**config.mk**
```make
export PLATFORM = sky130hd
export DESIGN_NAME = conv_frame_encoder_flat
export DESIGN_NICKNAME = d
export VERILOG_FILES = /design/src/rtl/viterbi_pkg.sv /design/src/rtl/conv_frame_encoder_if.sv /design/src/rtl/bsc_lfsr_noise.sv /design/src/rtl/conv_frame_encoder.sv /design/src/flat_wrapper.sv
export SDC_FILE = /design/constraint.sdc
export NUM_CORES = 1
export LEC_CHECK = 0
export ABC_AREA = 1
export CAP_MARGIN = 25
export CORE_ASPECT_RATIO = 0.5
export CORE_UTILIZATION = 52
export CTS_BUF_LIST = sky130_fd_sc_hd__clkbuf_8 sky130_fd_sc_hd__clkbuf_16
export CTS_CLUSTER_SIZE = 12
export DETAILED_ROUTE_END_ITERATION = 16
export PLACE_DENSITY = 0.91
export SYNTH_ARGS = -nofsm -noshare
export SYNTH_HDL_FRONTEND = slang
export SYNTH_SLANG_ARGS = --single-unit
```
**constraint.sdc**
```tcl
create_clock -name clk -period 2 [get_ports clk]
set_clock_uncertainty 0.2 [all_clocks]
set_input_delay 0.4 -clock clk [delete_from_list [all_inputs] [get_ports clk]]
set_output_delay 0.4 -clock clk [all_outputs]
set_load 0.005 [all_outputs]
```
**src/rtl/viterbi_pkg.sv**
```systemverilog
// viterbi_pkg: shared code parameters, symbol width, LFSR taps and encoder FSM states
package viterbi_pkg;
   localparam int K_DEF = 7;
   localparam logic [6:0] G0_DEF = 7'b1111001;
   localparam logic [6:0] G1_DEF = 7'b1011011;
   localparam int SYM_W = 2;
   localparam logic [31:0] LFSR_TAPS = 32'h8020_0003;
   typedef enum logic [2:0] {IDLE, RUN, TAIL, DRAIN, FIN} state_t;
endpackage

```
**src/rtl/conv_frame_encoder_if.sv**
```systemverilog
// conv_frame_encoder_if: frame control, payload and symbol handshakes (noise ports under CONV_ENC_BSC_NOISE_EN)
interface conv_frame_encoder_if;
   import viterbi_pkg::*;
   logic start;
   logic [7:0] frame_len;
   logic bit_in, bit_valid, bit_ready;
   logic [SYM_W-1:0] sym_out;
   logic sym_valid, sym_ready;
   logic [7:0] sym_idx, out_len;
   logic busy, done;
`ifdef CONV_ENC_BSC_NOISE_EN
   logic [31:0] lfsr_seed;
   logic [15:0] err_thresh, flip_cnt;
`endif
   modport master (
      output start, frame_len, bit_in, bit_valid, sym_ready,
`ifdef CONV_ENC_BSC_NOISE_EN
      output lfsr_seed, err_thresh, input flip_cnt,
`endif
      input bit_ready, sym_out, sym_valid, sym_idx, out_len, busy, done
   );
   modport slave (
      input start, frame_len, bit_in, bit_valid, sym_ready,
`ifdef CONV_ENC_BSC_NOISE_EN
      input lfsr_seed, err_thresh, output flip_cnt,
`endif
      output bit_ready, sym_out, sym_valid, sym_idx, out_len, busy, done
   );
endinterface

```
**src/rtl/bsc_lfsr_noise.sv**
```systemverilog
// bsc_lfsr_noise: Galois LFSR driven binary-symmetric-channel flip mask with saturating flip counter
module bsc_lfsr_noise import viterbi_pkg::*; (
   input  logic             clk,
   input  logic             rst_n,
   input  logic             load,
   input  logic             step,
   input  logic [31:0]      seed,
   input  logic [15:0]      thresh,
   output logic [SYM_W-1:0] flip,
   output logic [15:0]      flip_cnt
);
   logic [31:0] lfsr;
   logic [15:0] n;
   assign flip = {lfsr[31:16] < thresh, lfsr[15:0] < thresh};
   assign n = 16'(flip[1]) + 16'(flip[0]);
   // reseed at frame start, advance once per produced symbol and count flips
   always_ff @(posedge clk or negedge rst_n)
      if (!rst_n) begin
         lfsr <= 32'h1;
         flip_cnt <= '0;
      end else if (load) begin
         lfsr <= seed == '0 ? 32'h1 : seed;
         flip_cnt <= '0;
      end else if (step) begin
         lfsr <= {1'b0, lfsr[31:1]} ^ (lfsr[0] ? LFSR_TAPS : 32'h0);
         flip_cnt <= flip_cnt > 16'hFFFF - n ? 16'hFFFF : flip_cnt + n;
      end
endmodule

```
**src/rtl/conv_frame_encoder.sv**
```systemverilog
// conv_frame_encoder: framed rate-1/2 convolutional encoder; CONV_ENC_BSC_NOISE_EN adds BSC bit flips
module conv_frame_encoder import viterbi_pkg::*; #(
   parameter int         K         = K_DEF,
   parameter logic [K-1:0] G0      = G0_DEF,
   parameter logic [K-1:0] G1      = G1_DEF,
   parameter bit         ZERO_TAIL = 1'b0
) (
   input logic clk,
   input logic rst_n,
   conv_frame_encoder_if.slave bus
);
   localparam logic [7:0] TAIL_N = ZERO_TAIL ? 8'(K-1) : 8'd0;
   localparam logic [7:0] MAX_LEN = 8'd255 - TAIL_N;
   state_t st;
   logic [K-2:0] sr;
   logic [K-1:0] r;
   logic [7:0] cnt, len;
   logic slot, take, produce, start_ok;
   logic [SYM_W-1:0] clean, flip;
   assign len = bus.frame_len > MAX_LEN ? MAX_LEN : bus.frame_len;
   assign slot = !bus.sym_valid || bus.sym_ready;
   assign bus.bit_ready = st == RUN && slot;
   assign take = bus.bit_ready && bus.bit_valid;
   assign produce = take || (st == TAIL && slot);
   assign start_ok = st == IDLE && bus.start && !bus.done;
   assign r = {sr, take & bus.bit_in};
   assign clean = {^(r & G0), ^(r & G1)};
`ifdef CONV_ENC_BSC_NOISE_EN
   bsc_lfsr_noise u_noise (
      .clk(clk), .rst_n(rst_n), .load(start_ok), .step(produce),
      .seed(bus.lfsr_seed), .thresh(bus.err_thresh), .flip(flip), .flip_cnt(bus.flip_cnt)
   );
`else
   assign flip = '0;
`endif
   // frame sequencing, output slot and shift register
   always_ff @(posedge clk or negedge rst_n)
      if (!rst_n) begin
         st <= IDLE;
         sr <= '0;
         cnt <= '0;
         bus.sym_out <= '0;
         bus.sym_valid <= 1'b0;
         bus.sym_idx <= '0;
         bus.out_len <= '0;
         bus.busy <= 1'b0;
         bus.done <= 1'b0;
      end else begin
         bus.done <= 1'b0;
         if (bus.sym_valid && bus.sym_ready) begin
            bus.sym_valid <= 1'b0;
            bus.sym_idx <= bus.sym_idx + 8'd1;
         end
         if (produce) begin
            bus.sym_out <= clean ^ flip;
            bus.sym_valid <= 1'b1;
            sr <= r[K-2:0];
            cnt <= cnt - 8'd1;
         end
         case (st)
            IDLE: if (start_ok) begin
               sr <= '0;
               bus.sym_idx <= '0;
               bus.out_len <= len + TAIL_N;
               bus.busy <= 1'b1;
               cnt <= len != '0 ? len : TAIL_N;
               st <= len != '0 ? RUN : (ZERO_TAIL ? TAIL : FIN);
            end
            RUN: if (take && cnt == 8'd1) begin
               cnt <= TAIL_N;
               st <= ZERO_TAIL ? TAIL : DRAIN;
            end
            TAIL: if (produce && cnt == 8'd1) st <= DRAIN;
            DRAIN: if (slot) st <= FIN;
            FIN: begin
               bus.done <= 1'b1;
               bus.busy <= 1'b0;
               st <= IDLE;
            end
            default: st <= IDLE;
         endcase
      end
endmodule

```
**src/flat_wrapper.sv**
```systemverilog
// flat-port wrapper written by rule: the top's interface ports become plain ports
module conv_frame_encoder_flat import viterbi_pkg::*;
#(
   parameter int         K         = K_DEF,
   parameter logic [K-1:0] G0      = G0_DEF,
   parameter logic [K-1:0] G1      = G1_DEF,
   parameter bit         ZERO_TAIL = 1'b0
)
  (clk, rst_n, bus_start, bus_frame_len, bus_bit_in, bus_bit_valid, bus_sym_ready, bus_bit_ready, bus_sym_out, bus_sym_valid, bus_sym_idx, bus_out_len, bus_busy, bus_done);
  conv_frame_encoder_if bus_i ();
  input logic clk;
  input logic rst_n;
  input wire logic [$bits(bus_i.start)-1:0] bus_start;
  input wire logic [$bits(bus_i.frame_len)-1:0] bus_frame_len;
  input wire logic [$bits(bus_i.bit_in)-1:0] bus_bit_in;
  input wire logic [$bits(bus_i.bit_valid)-1:0] bus_bit_valid;
  input wire logic [$bits(bus_i.sym_ready)-1:0] bus_sym_ready;
  output wire logic [$bits(bus_i.bit_ready)-1:0] bus_bit_ready;
  output wire logic [$bits(bus_i.sym_out)-1:0] bus_sym_out;
  output wire logic [$bits(bus_i.sym_valid)-1:0] bus_sym_valid;
  output wire logic [$bits(bus_i.sym_idx)-1:0] bus_sym_idx;
  output wire logic [$bits(bus_i.out_len)-1:0] bus_out_len;
  output wire logic [$bits(bus_i.busy)-1:0] bus_busy;
  output wire logic [$bits(bus_i.done)-1:0] bus_done;
  assign bus_i.start = bus_start;
  assign bus_i.frame_len = bus_frame_len;
  assign bus_i.bit_in = bus_bit_in;
  assign bus_i.bit_valid = bus_bit_valid;
  assign bus_i.sym_ready = bus_sym_ready;
  assign bus_bit_ready = bus_i.bit_ready;
  assign bus_sym_out = bus_i.sym_out;
  assign bus_sym_valid = bus_i.sym_valid;
  assign bus_sym_idx = bus_i.sym_idx;
  assign bus_out_len = bus_i.out_len;
  assign bus_busy = bus_i.busy;
  assign bus_done = bus_i.done;
  conv_frame_encoder #(.K(K), .G0(G0), .G1(G1), .ZERO_TAIL(ZERO_TAIL)) u_core (.clk(clk), .rst_n(rst_n), .bus(bus_i));
endmodule
```
== Word-level counts from Yosys, hierarchy flattened ==
Index checks and enable logic that the tools add are counted.

* Bits in registers: 38
* Logic and storage cells: 66

* Add/sub/neg operators: 2
* Magnitude comparators: 1
* Equal/unequal tests: 9
* Muxes and demuxes: 23
* Bitwise operators: 1
* Reduce and logical (&&, ||, !) cells: 21

{| class="wikitable"
|+ Operators with widths
! kind !! number
|-
| $mux 8 || 8
|-
| $mux 6 || 3
|-
| $pmux 8 s2 || 1
|-
| $mux 3 || 5
|-
| $reduce_xor 7->1 || 2
|-
| $pmux 3 s4 || 1
|-
| $add 8x1->8 const B || 1
|-
| $eq 8x1->1 const B || 1
|-
| $gt 8x8->1 const B || 1
|-
| $logic_and 1x1->1 || 8
|-
| $reduce_bool 8->1 || 1
|-
| $sub 8x1->8 const B || 1
|-
| $eq 3x2->1 const B || 2
|-
| $mux 1 || 4
|-
| $ne 2x1->1 const B || 2
|-
| $ne 2x2->1 const B || 2
|-
| $reduce_and 2->1 || 2
|-
| $reduce_and 4->1 || 1
|-
| $reduce_bool 2->1 || 2
|-
| $eq 3x1->1 const B || 1
|-
| $eq 3x3->1 const B || 1
|-
| $logic_not 3->1 || 1
|-
| $logic_not 1->1 || 2
|-
| $logic_or 1x1->1 || 2
|-
| 2 further kinds || 2
|}

== Longest topological paths before layout ==
* Depth in word-level cells: 8
* Depth in mapped cells: 9
* Depth with buffers taken out: 9

== Worst setup path after synthesis ==
No wires, ideal clock.

* Path kind: reg2reg
* From: reg u_core.st[2]
* To: reg u_core.cnt[0]
* Library setup time: 0.123 ns
* Arrival time: 1.239 ns
* Setup slack: 0.438 ns
* Cell stages (with the launch flop): 9
* Buffers on the path: 0
* Path through: dfrtp_1 nor2_4 nand2_1 nor3_2 nand2_1 nand2_1 nand3_2 o21ai_0 nand2_1

* Longest elaborated chain between the ends: 7
* Elaborated cells between the ends (all ways): 14

{| class="wikitable"
|+ RTL lines
! item !! line !! text
|-
| start, declared || conv_frame_encoder.sv:14 || <nowiki>state_t st;</nowiki>
|-
| start signal, assigned || conv_frame_encoder.sv:67 || <nowiki>st <= len != '0 ? RUN : (ZERO_TAIL ? TAIL : FIN);</nowiki>
|-
| start signal, assigned || conv_frame_encoder.sv:71 || <nowiki>st <= ZERO_TAIL ? TAIL : DRAIN;</nowiki>
|-
| $eq 3x1->1 || conv_frame_encoder.sv:22, conv_frame_encoder.sv:60 ||
|-
| $logic_and 1x1->1 || conv_frame_encoder.sv:22 || <nowiki>assign bus.bit_ready = st == RUN && slot;</nowiki>
|-
| $logic_and 1x1->1 || conv_frame_encoder.sv:23 || <nowiki>assign take = bus.bit_ready && bus.bit_valid;</nowiki>
|-
| $logic_or 1x1->1 || conv_frame_encoder.sv:24 || <nowiki>assign produce = take || (st == TAIL && slot);</nowiki>
|-
| $mux 8 || conv_frame_encoder.sv:54 || <nowiki>if (produce) begin</nowiki>
|-
| $mux 8, on equally long branches || conv_frame_encoder.sv:69, conv_frame_encoder.sv:61 ||
|-
| $pmux 8 s2 (*) || conv_frame_encoder.sv:60 || <nowiki>case (st)</nowiki>
|-
| end signal, assigned || conv_frame_encoder.sv:58 || <nowiki>cnt <= cnt - 8'd1;</nowiki>
|-
| end signal, assigned || conv_frame_encoder.sv:66 || <nowiki>cnt <= len != '0 ? len : TAIL_N;</nowiki>
|-
| end, declared || conv_frame_encoder.sv:17 || <nowiki>logic [7:0] cnt, len;</nowiki>
|}

Mark *: on every way between the ends. The rest lies on a longest branch, timed or not.
A chain may end at the register's enable or synchronous reset.

== Final worst setup path ==
* From: in bus_bit_valid
* To: reg u_core.cnt[2]

* Longest elaborated chain between the ends: 5
* Elaborated cells between the ends (all ways): 7

{| class="wikitable"
|+ RTL lines
! item !! line !! text
|-
| start, declared || flat_wrapper.sv:16 || <nowiki>input wire logic [$bits(bus_i.bit_valid)-1:0] bus_bit_valid;</nowiki>
|-
| $logic_and 1x1->1 (*) || conv_frame_encoder.sv:23 ||
|-
| $logic_or 1x1->1 || conv_frame_encoder.sv:24 ||
|-
| $mux 8 || conv_frame_encoder.sv:54 ||
|-
| $mux 8, on equally long branches || conv_frame_encoder.sv:69, conv_frame_encoder.sv:61 ||
|-
| $pmux 8 s2 (*) || conv_frame_encoder.sv:60 ||
|}

Marked as above.

==> run_results.csv <==
group,metric,value,unit
clock_tree,root_buffer,"clkbuf_8",
logic_synthesis,synth_edf_count,0,
floorplanning,rows,15,
worst_setup_path,startpoint,"bus_bit_valid",
cells_and_area,num-fill-cells,235,
sta,setup_violations,0,
placed_design,dp_slack,-229.0,ps
logic_synthesis,yosysSeqAreaShare,47.32,%
logic_synthesis,ys.flop_type,"dfrtp_1",
route,vias_per_cell,5.473,
worst_setup_path,arrival,1930,ps
route,wire_per_inst,14.44,um
cells_and_area,nets,337,
floorplanning,die_height,45.96,um
cells_and_area,final_area,0.002764,mm^2
route,drt_wl_total,5370,um
global_route,grt_pass1_wl,8162,um
logic_synthesis,netlist_top_cells_count,"nand2_1 (82), dfrtp_1 (38), nor2_1 (30)",
floorplanning,dieArea,0.004132,mm^2
sta,finalHoldViolCount,0,
worst_setup_path,critPathCaptureType,"flip-flop",
global_route,antenna_found_initial,0,
sta,period_share,97.39,%
logic_synthesis,yosysMostFrequentCell,"nand2_1",
floorplanning,core_area,0.003566,mm^2
clock_tree,clock_path_buffers,2,
min_path,holdCritStartpoint,"u_core.bus.out_len[1]",
global_route,grt_pass1_vias,1898,
outcome,outcome,"finished, final reports clean",
clock_tree,hold_buffers,0,
clock_tree,h-tree-depth,2,
sta,fin_crit,1948,ps
placed_design,post_dp_cell_area,0.002515,mm^2
min_path,hold_path.class,"flip-flop to flip-flop",
global_route,grt_max_degree,39,
worst_setup_path,crit_top_cell,"nand2_1",
floorplanning,die_x,89.91,um
worst_setup_path,rrSetupSlack,70,ps
logic_synthesis,synth_largest_area_cell,"dfrtp_1",
worst_setup_path,worstSetupStartpointType,"primary input",
route,remaining_drc_errors,0,
worst_setup_path,crit_path_max_fanout,7,
clock_tree,cts.sinks,38,
power,p_total,4.620,mW
logic_synthesis,synth_seq_cells,38,
global_route,gr-total-overflow,0,
logic_synthesis,syn_inst,262,
route,drt_iter0_drc,210,
worst_setup_path,critical-path-top-delay-family,"simple AND/OR/NAND/NOR gates",
power,ir_worst_vdd,0.8039,mV
sta,fin_hold_ws,288.6,ps
worst_setup_path,r2r_start,"u_core.st[2]",
cells_and_area,area_growth,37.55,%
global_route,grt_util_all_layers,26.42,%
worst_setup_path,crit_slowest_cell,"clkdlybuf4s50_1",
floorplanning,io_pins,36,
route,ant_nets,0,
cells_and_area,fin_cells,372,
placed_design,dp.cells,358,
logic_synthesis,ys_top_cells_by_area,"dfrtp_1 (47%), nand2_1 (15%), nor2_1 (5.6%)",
cells_and_area,ff_latch_area,952.2,um^2
cells_and_area,drive_gt1_share,16.20,%
clock_tree,clk_latency,300,ps
worst_setup_path,slowest_delay,580,ps
sta,slew_viol_final,0,
floorplanning,initial_core_util,56.35,%
cells_and_area,finish.utilization,77.51,%
sta,setup_tns,0,ps
route,via_count,2036,
sta,slew_headroom,64.19,%
cells_and_area,multi_input_comb_area,978.4,um^2
placed_design,numPortBuffers,35,
placed_design,place_congestion,0.8654,
cells_and_area,antenna_cells,0,
sta,tightest_slew,533.4,ps
placed_design,hpwl,3339,um
power,p_per_area,1672,mW/mm^2
clock_tree,cts-buffers-inserted,5,
power,leakagePower,1.392,nW
logic_synthesis,synth_area,0.002009,mm^2
logic_synthesis,syn_nets,279,
logic_synthesis,synth.distinct_cells,28,
worst_setup_path,cp.required,1980,ps
clock_tree,cts_tree,"yes",
worst_setup_path,path_cells,"clkdlybuf4s50_1 > inv_1 > nor3_2 > nand2_1 > nand2_1 > nand3_2 > o21ai_0 > nand2_1",
logic_synthesis,synthArstFlopShare,100.0,%
worst_setup_path,path_buf_inv,2,
sta,fmax,0.5134,GHz
flow_run,maxCapViolations,0,
sta,setup_ws,52.17,ps
logic_synthesis,synth_top_area_share,47.32,%
logic_synthesis,yosysWarnings,0,
logic_synthesis,syn_area_per_cell,7.670,um^2
worst_setup_path,path_class,"primary input to flip-flop",
route,drtPass1Iterations,5,
clock_tree,clk_pin_slew,70,ps
cells by family (layout without fill, tap and decap cells):
kind of cell             after synthesis  count (layout)  synth area share [%]
buffers and inverters                 34              93                 7.099
flip-flops                            38              38                 47.32
AND/OR/NAND/NOR                      153             153                 32.82
AO/OA/AOI/OAI                         24              24                 6.538
adder cells (fa/ha/maj)                3               3                 1.868
XOR/XNOR                              10              10                 4.359
layer usage:
metal	up-vias	routed length, um	track usage [%]
met5	-	0	0
met4	0	157	12.58
met3	24	418	6.333
met2	120	2648	47.38
met1	954	2147	31.58
li1	938	-	-
layout make-up:
class,count,area share (%)
repair buffers,56,18.74
flip-flops and latches,38,34.45
clock buffers,6,2.988
clock inverters,2,2.173
multi-input cells,190,35.40
inverters,29,3.938
well taps,51,2.309
state kept, by name, summed over array words and instances, names as in the netlist:
name                  cells
u_core.bus.out_len        8
u_core.sr                 6
u_core.bus.sym_idx        8
u_core.cnt                8
u_core.bus.sym_valid      1
u_core.bus.sym_out        2
u_core.st                 3
u_core.bus.busy           1
u_core.bus.done           1
power breakdown:
group / switching [mW] / internal (mW) / leakage, nW
Clock: 0.283 / 0.532 / 0.0714
Sequential: 0.268 / 1.09 / 0.480
Combinational: 1.32 / 1.13 / 0.840
Total: 1.87 / 2.75 / 1.39
layout by cell type (no fill, tap or decap), types with 6 or more instances in the layout:
master,count
nor2_1,27
clkbuf_8,6
xor2_1,8
clkdlybuf4s50_1,33
a21oi_1,10
inv_1,27
dfrtp_1,37
buf_4,20
o21ai_0,8
nand3_1,20
nand2_1,79
worst register-to-register path, stage by stage (launching register included):
cell     delay (ps)
dfrtp_2         430
nor2_4          150
nand2_4          80
buf_4           150
nor3_2          180
nand2_1         130
nand2_1         120
nand3_2         170
o21ai_0         130
nand2_1          70
worst paths after layout:
path,to,cells past startpoint
max,u_core.cnt[2],8
min,u_core.bus.out_len[1],2
max reg2reg,u_core.cnt[2],9
min reg2reg,u_core.bus.out_len[1],2
max in group asynchronous,u_core.st[2],2
min in group asynchronous,u_core.sr[0],2
what timing repair did:
item,CTS,global route
gates resized for setup,6,13
pin swaps,2,7
setup buffers,6,1
endpoints found under the setup margin,1,5
Note: power is estimated with default switching activity, not from simulation.
